$ cat config.mk
export PLATFORM = sky130hd
export DESIGN_NAME = plot_receiver
export DESIGN_NICKNAME = d
export VERILOG_FILES = /design/src/rtl/plot_receiver.sv
export SDC_FILE = /design/constraint.sdc
export NUM_CORES = 1
export LEC_CHECK = 0
export BUFFER_PORTS_ARGS = -buffer_cell sky130_fd_sc_hd__buf_2
export CAP_MARGIN = 25
export CORE_MARGIN = 8
export CORE_UTILIZATION = 35
export DETAILED_ROUTE_END_ITERATION = 10
export GPL_TIMING_DRIVEN = 0
export PLACE_DENSITY_LB_ADDON = 0.3
export SYNTH_ARGS = -nofsm -noshare
export SYNTH_HDL_FRONTEND = slang
export SYNTH_SLANG_ARGS = --single-unit
$ cat constraint.sdc
create_clock -name clk -period 3.8 [get_ports clk]
set_input_delay 0 -clock clk [delete_from_list [all_inputs] [get_ports clk]]
set_output_delay 0 -clock clk [all_outputs]
set_load 0.01 [all_outputs]
$ cat src/rtl/plot_receiver.sv
// rtl/plot_receiver.sv - pixel plot FIFO and full-screen clear sweep feeding one framebuffer write port
module plot_receiver #(
  parameter int WIDTH  = 160,
  parameter int HEIGHT = 120,
  parameter int DEPTH  = 4
) (
  input  logic        clk,
  input  logic        resetn,
  input  logic        plot,
  input  logic [7:0]  x,
  input  logic [6:0]  y,
  input  logic [2:0]  colour,
  output logic        in_ready,
  input  logic        clear_req,
  input  logic [2:0]  clear_colour,
  output logic        clear_busy,
  output logic        clear_done,
  output logic        mem_we,
  input  logic        mem_grant,
  output logic [14:0] mem_addr,
  output logic [2:0]  mem_data,
  output logic [7:0]  drop_count,
  output logic [2:0]  fifo_level
);

  localparam int PW   = (DEPTH > 1) ? $clog2(DEPTH) : 1;
  localparam int LAST = WIDTH * HEIGHT - 1;

  localparam logic [0:0] S_IDLE  = 1'b0;
  localparam logic [0:0] S_CLEAR = 1'b1;

  logic [0:0]    state;
  logic [14:0]   fifo_addr [DEPTH];
  logic [2:0]    fifo_data [DEPTH];
  logic [PW-1:0] rd_ptr;
  logic [PW-1:0] wr_ptr;
  logic [2:0]    level;
  logic [14:0]   sweep;
  logic [2:0]    fill;

  logic          accept;
  logic          in_range;
  logic          push;
  logic          pop;
  logic          start_clear;
  logic          sweep_last;
  logic [14:0]   push_addr;

  assign in_ready    = (state == S_IDLE) && (level < 3'(DEPTH));
  assign accept      = plot && in_ready;
  assign in_range    = (32'(x) < WIDTH) && (32'(y) < HEIGHT);
  assign push        = accept && in_range;
  assign push_addr   = 15'(32'(y) * WIDTH + 32'(x));
  assign pop         = (state == S_IDLE) && (level != 3'd0) && mem_grant;
  // A plot accepted on this edge wins over the clear request.
  assign start_clear = (state == S_IDLE) && clear_req && (level == 3'd0) && !accept;
  assign sweep_last  = (sweep == 15'(LAST));
  assign clear_busy  = (state == S_CLEAR);
  assign fifo_level  = level;

  always_comb begin
    mem_we   = 1'b0;
    mem_addr = fifo_addr[rd_ptr];
    mem_data = fifo_data[rd_ptr];
    if (state == S_CLEAR) begin
      mem_we   = 1'b1;
      mem_addr = sweep;
      mem_data = fill;
    end else begin
      mem_we   = (level != 3'd0);
    end
  end

  always_ff @(posedge clk) begin
    if (push) begin
      fifo_addr[wr_ptr] <= push_addr;
      fifo_data[wr_ptr] <= colour;
    end
  end

  always_ff @(posedge clk) begin
    if (!resetn) begin
      rd_ptr <= '0;
      wr_ptr <= '0;
      level  <= 3'd0;
    end else begin
      if (push) wr_ptr <= wr_ptr + PW'(1);
      if (pop)  rd_ptr <= rd_ptr + PW'(1);
      case ({push, pop})
        2'b10:   level <= level + 3'd1;
        2'b01:   level <= level - 3'd1;
        default: level <= level;
      endcase
    end
  end

  always_ff @(posedge clk) begin
    if (!resetn) begin
      drop_count <= 8'd0;
    end else if (accept && !in_range && drop_count != 8'hFF) begin
      drop_count <= drop_count + 8'd1;
    end
  end

  always_ff @(posedge clk) begin
    if (!resetn) begin
      state      <= S_IDLE;
      sweep      <= 15'd0;
      fill       <= 3'd0;
      clear_done <= 1'b0;
    end else begin
      clear_done <= 1'b0;
      case (state)
        S_IDLE: begin
          if (start_clear) begin
            state <= S_CLEAR;
            sweep <= 15'd0;
            fill  <= clear_colour;
          end
        end
        S_CLEAR: begin
          if (mem_grant) begin
            if (sweep_last) begin
              state      <= S_IDLE;
              sweep      <= 15'd0;
              clear_done <= 1'b1;
            end else begin
              sweep <= sweep + 15'd1;
            end
          end
        end
        default: state <= S_IDLE;
      endcase
    end
  end

endmodule
Word-level counts from Yosys, hierarchy flattened
Memory sizes are Yosys's and may differ from the RTL's. A register that Yosys moved wholly into a read port is not among the register bits.
Index checks and enable logic that the tools add are counted.

operators by class
  equality and inequality tests = 6
  reduce and logical (&&, ||, !) cells = 19
  multiply operators = 1
  muxes and demuxes = 19
  order comparisons = 3
  divide/modulo/power cells = 0
  add/sub/neg operators = 7
  shift operators = 0
  bitwise logic cells = 1

operators by type and width
  operator                                                              number
  15-bit two-way mux                                                    4
  15-bit one-hot mux with 2 select lines                                1
  15-bit by 1-bit adder with 15-bit output (second input constant)      1
  15-bit by 8-bit adder with 15-bit output                              1
  15-bit == test (second input constant)                                1
  1-bit logical AND                                                     11
  7-bit by 3-bit multiplier with 10-bit output (second input constant)  1
  8-bit by 1-bit adder with 8-bit output (second input constant)        1
  8-bit less-than comparator (second input constant)                    1
  2-bit two-way mux                                                     4
  8-bit inequality test (second input constant)                         1
  7-bit less-than comparator (second input constant)                    1
  1-bit two-way mux                                                     7
  3-bit one-hot mux with 2 select lines                                 1
  2-bit by 1-bit adder with 2-bit output (second input constant)        2
  2-bit inequality test (second input constant)                         2
  2-bit AND reduction                                                   2
  3-bit by 1-bit adder with 3-bit output (second input constant)        1
  3-bit logical NOT                                                     1
  3-bit less-than comparator (second input constant)                    1
  3-bit two-way mux                                                     1
  3-bit AND reduction                                                   1
  3-bit nonzero test                                                    1
  3-bit by 1-bit subtractor with 3-bit output (second input constant)   1
  other kinds (6)                                                       7

word-level totals
  memory bits (read-only) = 0
  bits in latches = 0
  logic and storage cells = 66
  memories = 2
  flip-flop bits (word level) = 35
  output and inout port bits = 33
  input bits = 26
  memory bits (writable) = 72

memories
  name       depth  width  read ports  clocked after memory_dff  wr ports  RTL line  text
  fifo_addr  4      15     1           1                         1         33        logic [14:0] fifo_addr [DEPTH];
  fifo_data  4      3      1           1                         1         34        logic [2:0] fifo_data [DEPTH];

Logic depth before layout (Yosys ltp)
  depth after elaboration = 7
  mapped depth = 10
  depth with buffers taken out = 10

Worst setup path before layout
Ideal clock, no wire load.

  path kind = register to register
  start = register state (netlist: clear_busy)
  end = register level[2] (netlist: fifo_level[2])
  clock period less this slack = 2.205 ns
  slack = 1.595 ns
  stages on the path, launching flop included = 11
  library setup time = 0.071 ns
  data required time = 3.729 ns
  arrival = 2.135 ns
  path buffers = 1
  cells stage by stage = dfxtp_1 > buf_2 > or3b_1 > nor2_1 > inv_1 > ha_1 > inv_1 > fa_1 > xor2_1 > or3_1 > a21oi_1

between the ends
  cells in the longest elaborated chain, start to end = 6
  elaborated cells on any way between the ends = 10
  those cells by class = 2 x eq/ne; 1 x mux; 1 x bitwise; 6 x reduce/logical

ends and longest elaborated chain
  what                                                                                RTL line  text
  from (decl)                                                                         32        logic [0:0] state;
  from (signal assigned)                                                              107       state <= S_IDLE;
  from (signal assigned)                                                              116       state <= S_CLEAR;
  from (signal assigned)                                                              124       state <= S_IDLE;
  1-bit NOT *                                                                         --
  1-bit logical AND                                                                   49        assign in_ready = (state == S_IDLE) && (level < 3'(DEPTH));
  1-bit logical AND                                                                   50        assign accept = plot && in_ready;
  1-bit logical AND                                                                   52        assign push = accept && in_range;
  2-bit by 1-bit == test with 1-bit output / 2-bit == test (equally long branches)    89        case ({push, pop})
  3-bit one-hot mux with 2 select lines / 2-bit nonzero test (equally long branches)  --
  to (signal assigned)                                                                90        2'b10: level <= level + 3'd1;
  to (signal assigned)                                                                91        2'b01: level <= level - 3'd1;
  to (signal assigned)                                                                92        default: level <= level;
  to (decl)                                                                           37        logic [2:0] level;

Mark *: on every way between the ends. The rest lies on a longest branch, timed or not.
A chain may end at the register's enable or synchronous reset.

Worst setup path after layout
  start = register state (netlist: clear_busy)
  end = memory fifo_addr[3][1] (enable)

between the ends
  cells in the longest elaborated chain, start to end = 6

ends and longest elaborated chain
  what                                     RTL line  text
  1-bit NOT                                --
  1-bit logical AND                        49
  1-bit logical AND                        50
  1-bit logical AND                        52
  1-bit two-way mux                        75        if (push) begin
  1-bit two-way mux (implied by the code)  76        fifo_addr[wr_ptr] <= push_addr;
  to (decl)                                33

Every way passes these cells.

==> impl_metrics.ini <==
[outcome]
outcome = complete, no violations

[floorplan]
fp.dieH_um = 137
coreArea_mm2 = 0.0144
die_x_um = 137
design.die.area_mm2 = 0.0188
start_util_pct = 35.5
rows = 44
ios = 59

[timing]
fin_crit_ps = 2510
final_max_slew_viol_count = 0
rsz0062_at_grt = false
finalCritPeriodShare_pct = 66.0
clock_skew_ps = 8.23
tightest_slew_ps = 1000
hold_viol = 0
setup_viol = 0
tns_ps = 0
relSlewSlack_pct = 33.2
max_freq_mhz = 399

[route]
wl_um = 11200
via_count = 3478
postRouteAntennaNets = 0
routedWlPerCell_um = 16.0
vias_per_cell = 4.98
drt_first_iter_violations = 308
firstDrtPassIters = 4
drcViolationCount = 0

[power_and_ir_drop]
power_frac_clock_pct = 32.2
p_per_area_mw_per_mm2 = 548
power.leakage_nw = 2.26
combPwrFrac_pct = 25.7
p_int_mw = 2.40
seqPwrFrac_pct = 42.0
switching_share_pct = 28.8
p_switching_mw = 0.969
ir_drop_v = 0.000242

[worst_setup_path]
r2r_end = fifo_addr[3][1]$_DFFE_PP_
crit_end = fifo_addr[3][1]$_DFFE_PP_
crit_type = register to register
crit_fanout = 18
cp.required_ps = 3770
regToRegSetupSlack_ps = 1290
r2r_start = clear_busy$_SDFF_PN0_
worstSetupStartpointType = register
cp-end-kind = register
r2r_cells = 4
worstPathArrival_ps = 2480
startpoint = clear_busy$_SDFF_PN0_

[yosys]
synthTopCellsByCount = edfxtp_1, nand2_1, nor2_1
ys_warn_count = 0
netlist_area_mm2 = 0.00512
muxShareOfSynthArea_pct = 8.70
synth_top_area_share_pct = 42.2
synthArstFlopShare_pct = 0
synthSimpleGateAreaFrac_pct = 15.8
syn_inst = 426
syn_area_per_cell_um2 = 12.0
seq_area_frac_synth_pct = 56.7
synth_top_family_by_area = simple AND/OR/NAND/NOR gates
synth_compound_gate_area_share_pct = 6.06
yosys-top-cells-area = edfxtp_1, dfxtp_1, mux4_2
synth_edf_count = 72
synth_top_area_cell = edfxtp_1
synth_ff_type = edfxtp_1
synthXorXnorAreaFrac_pct = 4.11
ys_types = 50
ys_seq_elements = 109
synth-adder-area-share_pct = 6.06
yosysMostFrequentCell = edfxtp_1
synth_nets = 475

[clocking]
tritoncts = built
cts_buffers = 9
post_cts_buffers = 0
cts_hold_buf = 13
cts_max_level = 3
path_clk_slew_ps = 70
clk_path_buf_depth = 2
insertion_delay_ps = 350
cts.repair.resized = 0
cts.sinks = 109
root_buffer = clkbuf_16

[place]
portBuffers = 58
dpl.hpwl_um = 8190
place_congestion = 0.854

[finish]
syn_to_final_growth_pct = 20.0
antenna_cells = 0
fin_nets = 558
drive_above_1_share_pct = 20.6
fin_util_pct = 42.6
fillCellCount = 1343

[global_route]
grt_pass1_wl_um = 17600
grt_pass1_vias = 3427
grt.overflow.total = 0
gr-usage-all-layers_pct = 12.1
grt_max_degree = 20
antenna_found_initial = 0

[flow_run]
drv_cap = 0

[worst_hold_path]
min_path_type = primary input to register
[per-layer routing]
layer	global-route usage (%)	up-vias	part of all wire, %
li1	-	1714	-
met4	5.25	0	1.7
met5	0	-	0
met3	1.40	12	4.0
met2	20.7	71	50
met1	15.0	1681	44
[flip-flops by register name, summed over array words and instances, names as in the netlist, named ones only]
name,cells
fifo_addr,60
sweep,15
fifo_data,12
drop_count,8
fifo_level,3
fill,3
rd_ptr,2
wr_ptr,2
clear_busy,1
clear_done,1
[power by group through the flow]
stage | clock (mW) | combinational [mW] | sequential [mW]
floorplan | 0 | 0.576 | 1.44
global placement | 0 | 0.856 | 1.43
detailed placement | 0 | 0.868 | 1.44
CTS | 1.10 | 0.884 | 1.41
global route | 1.15 | 0.959 | 1.42
finish | 1.08 | 0.866 | 1.41
[placed cells by master (no fill, tap or decap), types with 10 or more instances in the layout]
cell / count
nand2_1: 66
xnor2_1: 18
dlygate4sd3_1: 13
edfxtp_1: 72
a21oi_1: 11
nor2_1: 40
o21ai_0: 16
nand3_1: 10
inv_1: 16
buf_2: 64
ha_1: 20
mux4_2: 18
dfxtp_1: 37
[final cells by class]
type                       count  area [µm²]  area share (%)
buffer                        15        63.8            1.04
tap                          184         230            3.75
clock inverter                 7         133            2.16
clock buffer                   9         225            3.67
multi-input combinational    284        2090            34.0
sequential                   109        2900            47.3
inverter                      18        67.6            1.10
timing repair buffer          72         435            7.09
[critical path, cell delays in order, from the launching register on]
cell     delay (ps)
dfxtp_1         310
buf_2           180
or3b_1          400
nor2_1          370
and2_1          860
[cell families (layout without fill, tap and decap cells)]
group,after synthesis,count (layout)
AOI/OAI and AO/OA,49,49
xor gates and xnor gates,24,24
adders and majority gates,23,23
buffers and inverters,33,121
DFF,109,109
muxes,22,22
and+or+nand+nor,166,166
[worst min path at each step]
stage | start | to | slack [ps] | cells after the start
2_1_floorplan | x[0] | fifo_addr[0][0]$_DFFE_PP_ | 100 | 0
3_3_place_gp | colour[1] | fifo_data[1][1]$_DFFE_PP_ | 210 | 1
3_5_place_dp | colour[0] | fifo_data[2][0]$_DFFE_PP_ | 220 | 1
4_1_cts | x[5] | fifo_addr[0][5]$_DFFE_PP_ | 50 | 2
5_1_grt | x[5] | fifo_addr[3][5]$_DFFE_PP_ | 90 | 2
6_report | x[5] | fifo_addr[3][5]$_DFFE_PP_ | 50 | 2
[through the flow]
stage | power (mW) | instances | cell area, µm² | hold WS, ps | worst slack [ps]
2_1_floorplan | 2.01 | 426 | 5120 | 98.9 | 1590
3_3_place_gp | 2.29 | 668 | 5640 | 211 | 1300
3_5_place_dp | 2.31 | 668 | 5640 | 220 | 1260
4_1_cts | 3.40 | 697 | 6130 | 53.7 | 1240
5_1_grt | 3.53 | 698 | 6140 | 91.6 | 1110
6_report | 3.36 | 698 | 6140 | 53.9 | 1290
Power figures use the tool's default switching activity.
